===== src/rtl/mem_stage_pkg.sv =====
// Shared widths, bus payload layouts and extension helpers for the MEM stage.
package mem_stage_pkg;

    localparam int unsigned ES_TO_MS_BUS_WD = 113;
    localparam int unsigned MS_TO_WS_BUS_WD = 73;
    localparam int unsigned STALL_BUS_WD    = 10;
    localparam int unsigned FORWARD_BUS_WD  = 33;
    localparam int unsigned LOAD_OP_WD      = 7;

    // One-hot load_op bit positions, MSB first: lb,lbu,lh,lhu,lw,lwl,lwr
    localparam int unsigned LD_LB  = 6;
    localparam int unsigned LD_LBU = 5;
    localparam int unsigned LD_LH  = 4;
    localparam int unsigned LD_LHU = 3;
    localparam int unsigned LD_LW  = 2;
    localparam int unsigned LD_LWL = 1;
    localparam int unsigned LD_LWR = 0;

    typedef struct packed {
        logic [LOAD_OP_WD-1:0] load_op;
        logic                  mem_req;
        logic [3:0]            gr_we;
        logic [4:0]            dest;
        logic [31:0]           alu_result;
        logic [31:0]           rt_value;
        logic [31:0]           pc;
    } es_to_ms_t;

    // Instruction fields kept while resident in MEM (mem_req only steers the FSM)
    typedef struct packed {
        logic [LOAD_OP_WD-1:0] load_op;
        logic [3:0]            gr_we;
        logic [4:0]            dest;
        logic [31:0]           alu_result;
        logic [31:0]           rt_value;
        logic [31:0]           pc;
    } ms_entry_t;

    typedef struct packed {
        logic [3:0]  gr_we;
        logic [4:0]  dest;
        logic [31:0] final_result;
        logic [31:0] pc;
    } ms_to_ws_t;

    function automatic logic [31:0] ext8(input logic [7:0] b, input logic sgn);
        return {{24{sgn & b[7]}}, b};
    endfunction

    function automatic logic [31:0] ext16(input logic [15:0] h, input logic sgn);
        return {{16{sgn & h[15]}}, h};
    endfunction

endpackage


===== src/rtl/mem_load_align.sv =====
// Load data alignment: byte/half select with extension, and LWL/LWR merge with rt.
module mem_load_align
    import mem_stage_pkg::*;
(
    input  logic [LOAD_OP_WD-1:0] load_op,
    input  logic [1:0]            addr_lo,
    input  logic [31:0]           rdata,
    input  logic [31:0]           rt_value,
    input  logic [31:0]           alu_result,
    output logic [31:0]           result
);

    logic [7:0]  byte_sel;
    logic [15:0] half_sel;
    logic [31:0] lwl_val;
    logic [31:0] lwr_val;

    always_comb begin
        byte_sel = rdata[7:0];
        lwl_val  = rdata;
        lwr_val  = rdata;
        half_sel = addr_lo[1] ? rdata[31:16] : rdata[15:0];
        unique case (addr_lo)
            2'd0: begin
                byte_sel = rdata[7:0];
                lwl_val  = {rdata[7:0], rt_value[23:0]};
                lwr_val  = rdata;
            end
            2'd1: begin
                byte_sel = rdata[15:8];
                lwl_val  = {rdata[15:0], rt_value[15:0]};
                lwr_val  = {rt_value[31:24], rdata[31:8]};
            end
            2'd2: begin
                byte_sel = rdata[23:16];
                lwl_val  = {rdata[23:0], rt_value[7:0]};
                lwr_val  = {rt_value[31:16], rdata[31:16]};
            end
            default: begin
                byte_sel = rdata[31:24];
                lwl_val  = rdata;
                lwr_val  = {rt_value[31:8], rdata[31:24]};
            end
        endcase
    end

    always_comb begin
        result = alu_result;
        if (load_op[LD_LB])       result = ext8(byte_sel, 1'b1);
        else if (load_op[LD_LBU]) result = ext8(byte_sel, 1'b0);
        else if (load_op[LD_LH])  result = ext16(half_sel, 1'b1);
        else if (load_op[LD_LHU]) result = ext16(half_sel, 1'b0);
        else if (load_op[LD_LW])  result = rdata;
        else if (load_op[LD_LWL]) result = lwl_val;
        else if (load_op[LD_LWR]) result = lwr_val;
    end

endmodule


===== src/rtl/mem_stage.sv =====
// MEM pipeline stage: holds one instruction, buffers returned load data, and
// drives the MS->WS, stall and forward buses.
module mem_stage
    import mem_stage_pkg::*;
(
    input  logic                       clk,
    input  logic                       resetn,
    output logic                       ms_allowin,
    input  logic                       es_to_ms_valid,
    input  logic [ES_TO_MS_BUS_WD-1:0] es_to_ms_bus,
    input  logic                       ws_allowin,
    output logic                       ms_to_ws_valid,
    output logic [MS_TO_WS_BUS_WD-1:0] ms_to_ws_bus,
    input  logic                       data_sram_data_ok,
    input  logic [31:0]                data_sram_rdata,
    output logic [STALL_BUS_WD-1:0]    stall_ms_bus,
    output logic [FORWARD_BUS_WD-1:0]  forward_ms_bus
);

    typedef enum logic [1:0] {
        S_IDLE = 2'd0,
        S_WAIT = 2'd1,
        S_DONE = 2'd2
    } state_e;

    state_e      state_q;
    logic        ms_valid_q;
    ms_entry_t   entry_q;
    logic [31:0] rdata_q;

    es_to_ms_t   es_in;
    ms_to_ws_t   ws_out;
    logic        ms_ready_go;
    logic        accept;
    logic [31:0] final_result;

    assign es_in       = es_to_ms_t'(es_to_ms_bus);
    assign ms_ready_go = (state_q == S_DONE);
    assign ms_allowin  = !ms_valid_q || (ms_ready_go && ws_allowin);
    assign accept      = es_to_ms_valid && ms_allowin;

    // Returned data is only ever taken from the buffer, so the result stays put under WB stall
    always_ff @(posedge clk or negedge resetn) begin
        if (!resetn) begin
            state_q    <= S_IDLE;
            ms_valid_q <= 1'b0;
            entry_q    <= '0;
            rdata_q    <= '0;
        end else if (accept) begin
            entry_q.load_op    <= es_in.load_op;
            entry_q.gr_we      <= es_in.gr_we;
            entry_q.dest       <= es_in.dest;
            entry_q.alu_result <= es_in.alu_result;
            entry_q.rt_value   <= es_in.rt_value;
            entry_q.pc         <= es_in.pc;
            ms_valid_q         <= 1'b1;
            state_q            <= es_in.mem_req ? S_WAIT : S_DONE;
        end else begin
            unique case (state_q)
                S_WAIT: begin
                    if (data_sram_data_ok) begin
                        rdata_q <= data_sram_rdata;
                        state_q <= S_DONE;
                    end
                end
                S_DONE: begin
                    if (ws_allowin) begin
                        ms_valid_q <= 1'b0;
                        state_q    <= S_IDLE;
                    end
                end
                default: begin
                    ms_valid_q <= 1'b0;
                    state_q    <= S_IDLE;
                end
            endcase
        end
    end

    mem_load_align u_align (
        .load_op    (entry_q.load_op),
        .addr_lo    (entry_q.alu_result[1:0]),
        .rdata      (rdata_q),
        .rt_value   (entry_q.rt_value),
        .alu_result (entry_q.alu_result),
        .result     (final_result)
    );

    always_comb begin
        ws_out.gr_we        = entry_q.gr_we;
        ws_out.dest         = entry_q.dest;
        ws_out.final_result = final_result;
        ws_out.pc           = entry_q.pc;
    end

    assign ms_to_ws_valid = ms_valid_q && ms_ready_go;
    assign ms_to_ws_bus   = ws_out;
    assign stall_ms_bus   = {ms_valid_q && (|entry_q.gr_we),
                             {4{ms_valid_q}} & entry_q.gr_we,
                             entry_q.dest};
    assign forward_ms_bus = {ms_valid_q && ms_ready_go, final_result};

endmodule


===== config.mk =====
export PLATFORM = sky130hd
export DESIGN_NAME = mem_stage
export DESIGN_NICKNAME = d
export VERILOG_FILES = /design/src/rtl/mem_stage_pkg.sv /design/src/rtl/mem_load_align.sv /design/src/rtl/mem_stage.sv
export SDC_FILE = /design/constraint.sdc
export NUM_CORES = 1
export LEC_CHECK = 0
export ABC_CLOCK_PERIOD_IN_PS = 1800
export CAP_MARGIN = 20
export CELL_PAD_IN_SITES_DETAIL_PLACEMENT = 2
export CELL_PAD_IN_SITES_GLOBAL_PLACEMENT = 2
export CORE_AREA = 2 2 186 188
export DETAILED_ROUTE_END_ITERATION = 16
export DIE_AREA = 0 0 188 190
export PLACE_DENSITY = 0.73
export SLEW_MARGIN = 15
export SYNTH_ARGS = -nofsm -noshare
export SYNTH_HDL_FRONTEND = slang
export SYNTH_SLANG_ARGS = --single-unit

===== constraint.sdc =====
create_clock -name clk -period 1.8 [get_ports clk]
set_input_delay 0.36 -clock clk [delete_from_list [all_inputs] [get_ports clk]]
set_output_delay 0.36 -clock clk [all_outputs]
set_load 0.03 [all_outputs]

Yosys cells after proc, flatten, opt, wreduce, memory -nomap -nowiden
Index checks and enable logic that the tools add are counted.
Widths: inputs -> output; s select.
- bitwise logic cells: 2
- mux-type cells: 19
- eq/ne operators: 7
- reduce and logical (&&, ||, !) cells: 11
- operator list (operator ; count):
    $mux 32 ; 7
    $pmux 32 s3 ; 2
    $pmux 8 s3 ; 1
    $mux 16 ; 1
    $mux 2 ; 4
    $and 4x4->4 ; 1
    $eq 2x1->1 const B ; 2
    $eq 2x2->1 const B ; 2
    $logic_and 1x1->1 ; 4
    $pmux 2 s2 ; 1
    $reduce_and 2->1 ; 2
    $reduce_or 4->1 ; 1
    $ne 3x2->1 const B ; 1
    $ne 3x3->1 const B ; 1
    $reduce_and 3->1 ; 1
    $logic_not 2->1 ; 1
    $mux 1 ; 2
    $ne 2x2->1 const B ; 1
    $pmux 1 s2 ; 1
    $logic_not 1->1 ; 1
    $logic_or 1x1->1 ; 1
    $not 1->1 ; 1
- bits in registers: 147
- output and inout port bits: 118
- logic and storage cells: 48

Logic depth before layout (Yosys ltp)
- depth after elaboration: 9
- gate-level depth with buffers: 9
- depth with buffers taken out: 5

Modules after synthesis
From an unflattened synthesis, not the netlist that was laid out.
- cells, all modules: 756
- area total of the unflattened synthesis: 8760.9 µm²
- by module, submodules not included (module ; sequential area each (µm²) ; cells an instance ; instances ; area an instance (µm²)):
    mem_stage ; 3678.5 ; 410 ; 1 ; 6199.7
    mem_load_align ; 0.0 ; 346 ; 1 ; 2561.2

Worst setup path before layout
Ideal clock, no wire load.
- path kind: reg-to-output
- from: register, netlist name entry_q[106]
- to: output port ms_to_ws_bus[32]
- data required time: 1.440 ns
- stages on the path, launching flop included: 8
- path slack: -0.894 ns
- buffers on the path: 2
- data arrival time: 2.334 ns
- path through: dfrtp_1 > buf_2 > nor2_1 > nand2_1 > and2_1 > o221a_2 > a211oi_1 > buf_4
- word-level cells in the longest chain between the ends: 6
- RTL lines (what ; line ; text):
    $mux 32 ; mem_load_align.sv:54 ; else if (load_op[LD_LWL]) result = lwl_val;
    $mux 32 ; mem_load_align.sv:53 ; else if (load_op[LD_LW]) result = rdata;
    $mux 32 ; mem_load_align.sv:52 ; else if (load_op[LD_LHU]) result = ext16(half_sel, 1'b0);
    $mux 32 ; mem_load_align.sv:51 ; else if (load_op[LD_LH]) result = ext16(half_sel, 1'b1);
    $mux 32 ; mem_load_align.sv:50 ; else if (load_op[LD_LBU]) result = ext8(byte_sel, 1'b0);
    $mux 32 ; mem_load_align.sv:49 ; if (load_op[LD_LB]) result = ext8(byte_sel, 1'b1);
    end: declaration ; mem_stage.sv:13 ; output logic [MS_TO_WS_BUS_WD-1:0] ms_to_ws_bus,
Every way passes these cells.

Worst setup path after layout
- from: register, netlist name entry_q[65]
- to: output port ms_to_ws_bus[63]
- word-level cells in the longest chain between the ends: 9
- RTL lines (what ; line ; text):
    $eq 2x2->1 (tied with other cells) ; mem_load_align.sv:23 ; unique case (addr_lo)
    $pmux 32 s3 ; mem_load_align.sv:23 ;
    $mux 32 ; mem_load_align.sv:55 ; else if (load_op[LD_LWR]) result = lwr_val;
    $mux 32 ; mem_load_align.sv:54 ;
    $mux 32 ; mem_load_align.sv:53 ;
    $mux 32 ; mem_load_align.sv:52 ;
    $mux 32 ; mem_load_align.sv:51 ;
    $mux 32 ; mem_load_align.sv:50 ;
    $mux 32 * ; mem_load_align.sv:49 ;
Every way passes the cells marked *; elsewhere a longest branch is shown, timed or not.

==> flow_metrics.tcl <==
set metrics [dict create \
    max_cap_violations 0 \
    hp-class "input port to asynchronous set/reset pin" \
    worstPathCellList "buf_12 -> or3b_1 -> a311oi_2 -> a21oi_1 -> o21a_1 -> o21ai_2 -> buf_6" \
    whs_ps 460 \
    dp_hpwl_um 28100 \
    rsz0062_at_grt "yes" \
    grt_pass1_wl_um 57100 \
    die_area_sq_um 35700 \
    path_clk_slew_ps 70 \
    cts_inserted_buffers 17 \
    relSlewSlack_pct 62.5 \
    crit_required_ps 1440 \
    routed_wl_um 37700 \
    dp_slack_ps -810 \
    drv_slew 0 \
    firstDrtPassIters 5 \
    synth_area_sq_um 8620 \
    hold_viol 0 \
    postSynthCellCount 816 \
    drt_iter0_markers 485 \
    fin_area_sq_um 14200 \
    final_nets 1289 \
    syn_nets 966 \
    syn_to_final_growth_pct 65.2 \
    wl_per_cell_um 23.5 \
    setup_viol 64 \
    worst_pin_slew_ps 562 \
    ios 268 \
    overflow 0 \
    ys.flop_type "dfrtp_1" \
    routed_via_density 4.92 \
    rows 68 \
    drc 0 \
    die_x_um 188 \
    status "complete, but fails checks" \
    io_buffer_count 267 \
    reg2reg_from "state_q[0]$_DFFE_PN0P_" \
    grt_max_degree 50 \
    clk-insertion-delay-late_ps 450 \
    via_count 7900 \
    violations "setup timing" \
    ys_warn_count 0 \
    dp_cells 1562 \
    worst_slack_ps -928 \
    grtUsageTotal_pct 21.3 \
    start_kind "flip-flop" \
    clkSinkCount 147 \
    ys_async_sr_fraction_pct 100 \
    yosysSeqAreaShare_pct 42.7 \
    ys_types 49 \
    ff2ff_path_depth 5 \
    cpPeakStageDelay_ps 460 \
    gp_congestion 0.853 \
    final_cells 1607 \
    dieHeight_um 190 \
    cts_tree "done" \
    grt_pass1_vias 9047 \
    crit_path_end_kind "primary output" \
    cts_buffer_depth 2 \
    core_area_sq_um 33900 \
    cts-htree-levels 4 \
    cts_root_buf "clkbuf_16" \
    crit_fanout 12 \
    floorplan.initialDensity_pct 25.4 \
    postSynthAreaPerCell_sq_um 10.6 \
    grt_antenna_before_repair 2 \
    synth-seq-cells 147 \
    drive_above_1_share_pct 45.1 \
    diodes 0 \
    synth_edf_count 0 \
    clock.fmax_ghz 0.367 \
    fin_crit_ps 2730 \
    placed_area_sq_um 12800 \
    skew_ps 9.47 \
    r2r_setup_slack_ps 110 \
    arrival_ps 2370 \
    ant_nets 0 \
    slowest_stage "dfrtp_2" \
    period_share_pct 152 \
    r2r-end "rdata_q[21]$_DFFE_PN0P_" \
    criticalPathCategory "flip-flop to primary output" \
]
## synthesized netlist by cell type, types with 8 or more instances
cell / number / area share [%]
dfrtp_1: 147 / 43
nor2_1: 32 / 1.4
inv_1: 25 / 1.1
mux2_4: 30 / 5.2
buf_2: 17 / 0.99
clkbuf_1: 19 / 0.83
and2_1: 15 / 1.1
mux2_2: 91 / 12
a31oi_1: 18 / 1.3
mux2i_1: 46 / 5.3
o21ai_0: 52 / 3.0
buf_4: 92 / 8.0
nand3_1: 8 / 0.46
a211oi_1: 12 / 1.0
a21oi_1: 30 / 1.7
o221ai_1: 29 / 2.9
nand2_1: 81 / 3.5
## cell usage in the layout (no fill, tap or decap), drive strengths merged, types with 2 or more instances in the layout
cell type	count
buf	239
clkdlybuf4s50	148
dfrtp	147
mux2	121
nand2	81
o21ai	56
mux2i	47
dlygate4sd2	46
nor2	36
a21oi	30
inv	29
o221ai	29
clkbuf	19
a31oi	19
and2	15
a211oi	12
nand3	8
nor3	8
o211ai	7
a22oi	7
a311oi	6
clkinv	5
o2111ai	5
bufinv	4
clkdlybuf4s15	4
mux4	3
nand3b	2
or3b	2
o22ai	2
clkinvlp	2
nand2b	2
## per-layer routing
layer	up-vias	part of all wire, %	track usage, %	wire length [um]
met5	-	0.069	0	26
met4	4	3.6	8.69	1360
met3	72	5.0	4.98	1900
met2	274	50	35.8	18700
met1	4049	42	26.1	15700
li1	3501	-	-	-
## final cells by class
| type | count | area (sq um) |
|---|---|---|
| Clock buffer | 19 | 453 |
| Clock inverter | 13 | 196 |
| Fill cell | 3466 | 19700 |
| Inverter | 27 | 106 |
| Multi-Input combinational cell | 508 | 4880 |
| Sequential cell | 147 | 3690 |
| Tap cell | 455 | 569 |
| Timing Repair Buffer | 438 | 4350 |
## how the worst max path moves through the flow
| stage | from | to | slack (ps) | cells after the start |
|---|---|---|---|---|
| 2_1_floorplan | entry_q[109]$_DFFE_PN0P_ | ms_to_ws_bus[39] | -450 | 6 |
| 3_3_place_gp | entry_q[65]$_DFFE_PN0P_ | ms_to_ws_bus[61] | -810 | 7 |
| 4_1_cts | entry_q[65]$_DFFE_PN0P_ | ms_to_ws_bus[63] | -900 | 7 |
| 5_1_grt | entry_q[65]$_DFFE_PN0P_ | forward_ms_bus[31] | -1000 | 7 |
| 3_5_place_dp | entry_q[65]$_DFFE_PN0P_ | forward_ms_bus[29] | -810 | 7 |
| 6_report | entry_q[65]$_DFFE_PN0P_ | ms_to_ws_bus[63] | -930 | 7 |
## critical path, delay by kind of cell (launching register included)
kind	cells	cell delay, ps
flip-flops	1	460
buffers and inverters	2	340
AND/OR/NAND/NOR	1	380
AO/OA/AOI/OAI	4	730
## registers in the layout, indices dropped and copies added, names as in the netlist
name and count:
rdata_q 32, state_q 2, ms_valid_q 1, entry_q 71, ms_to_ws_bus 41
## timing repair
action / 4_1_cts / 5_1_grt
gates resized for setup: 184 / 36
hold buffers: 1 / 0
endpoints found under the hold margin: 41 / 0
setup buffers: 10 / 2
pin swaps: 18 / 9
gates cloned: 1 / 0
endpoints found under the setup margin: 117 / 67
## metrics by stage
| stage | utilization (%) | setup TNS (ps) |
|---|---|---|
| CTS | 41.5 | -52880 |
| finish | 41.9 | -52450 |
| detailed placement | 37.8 | -59960 |
| floorplan | - | -18610 |
| global route | 41.9 | -56620 |
| global placement | 37.8 | -53680 |
## logic make-up after synthesis
group / after synthesis / share of synthesized area, %
DFF: 147 / 42.7
buffers and inverters: 161 / 11.7
AOI/OAI and AO/OA: 179 / 13.7
muxes: 171 / 23.4
and+or+nand+nor: 158 / 8.48
Power is left out: the tool's default activity adds up to more than one toggle a clock period on the data nets, which glitch-free logic cannot reach.
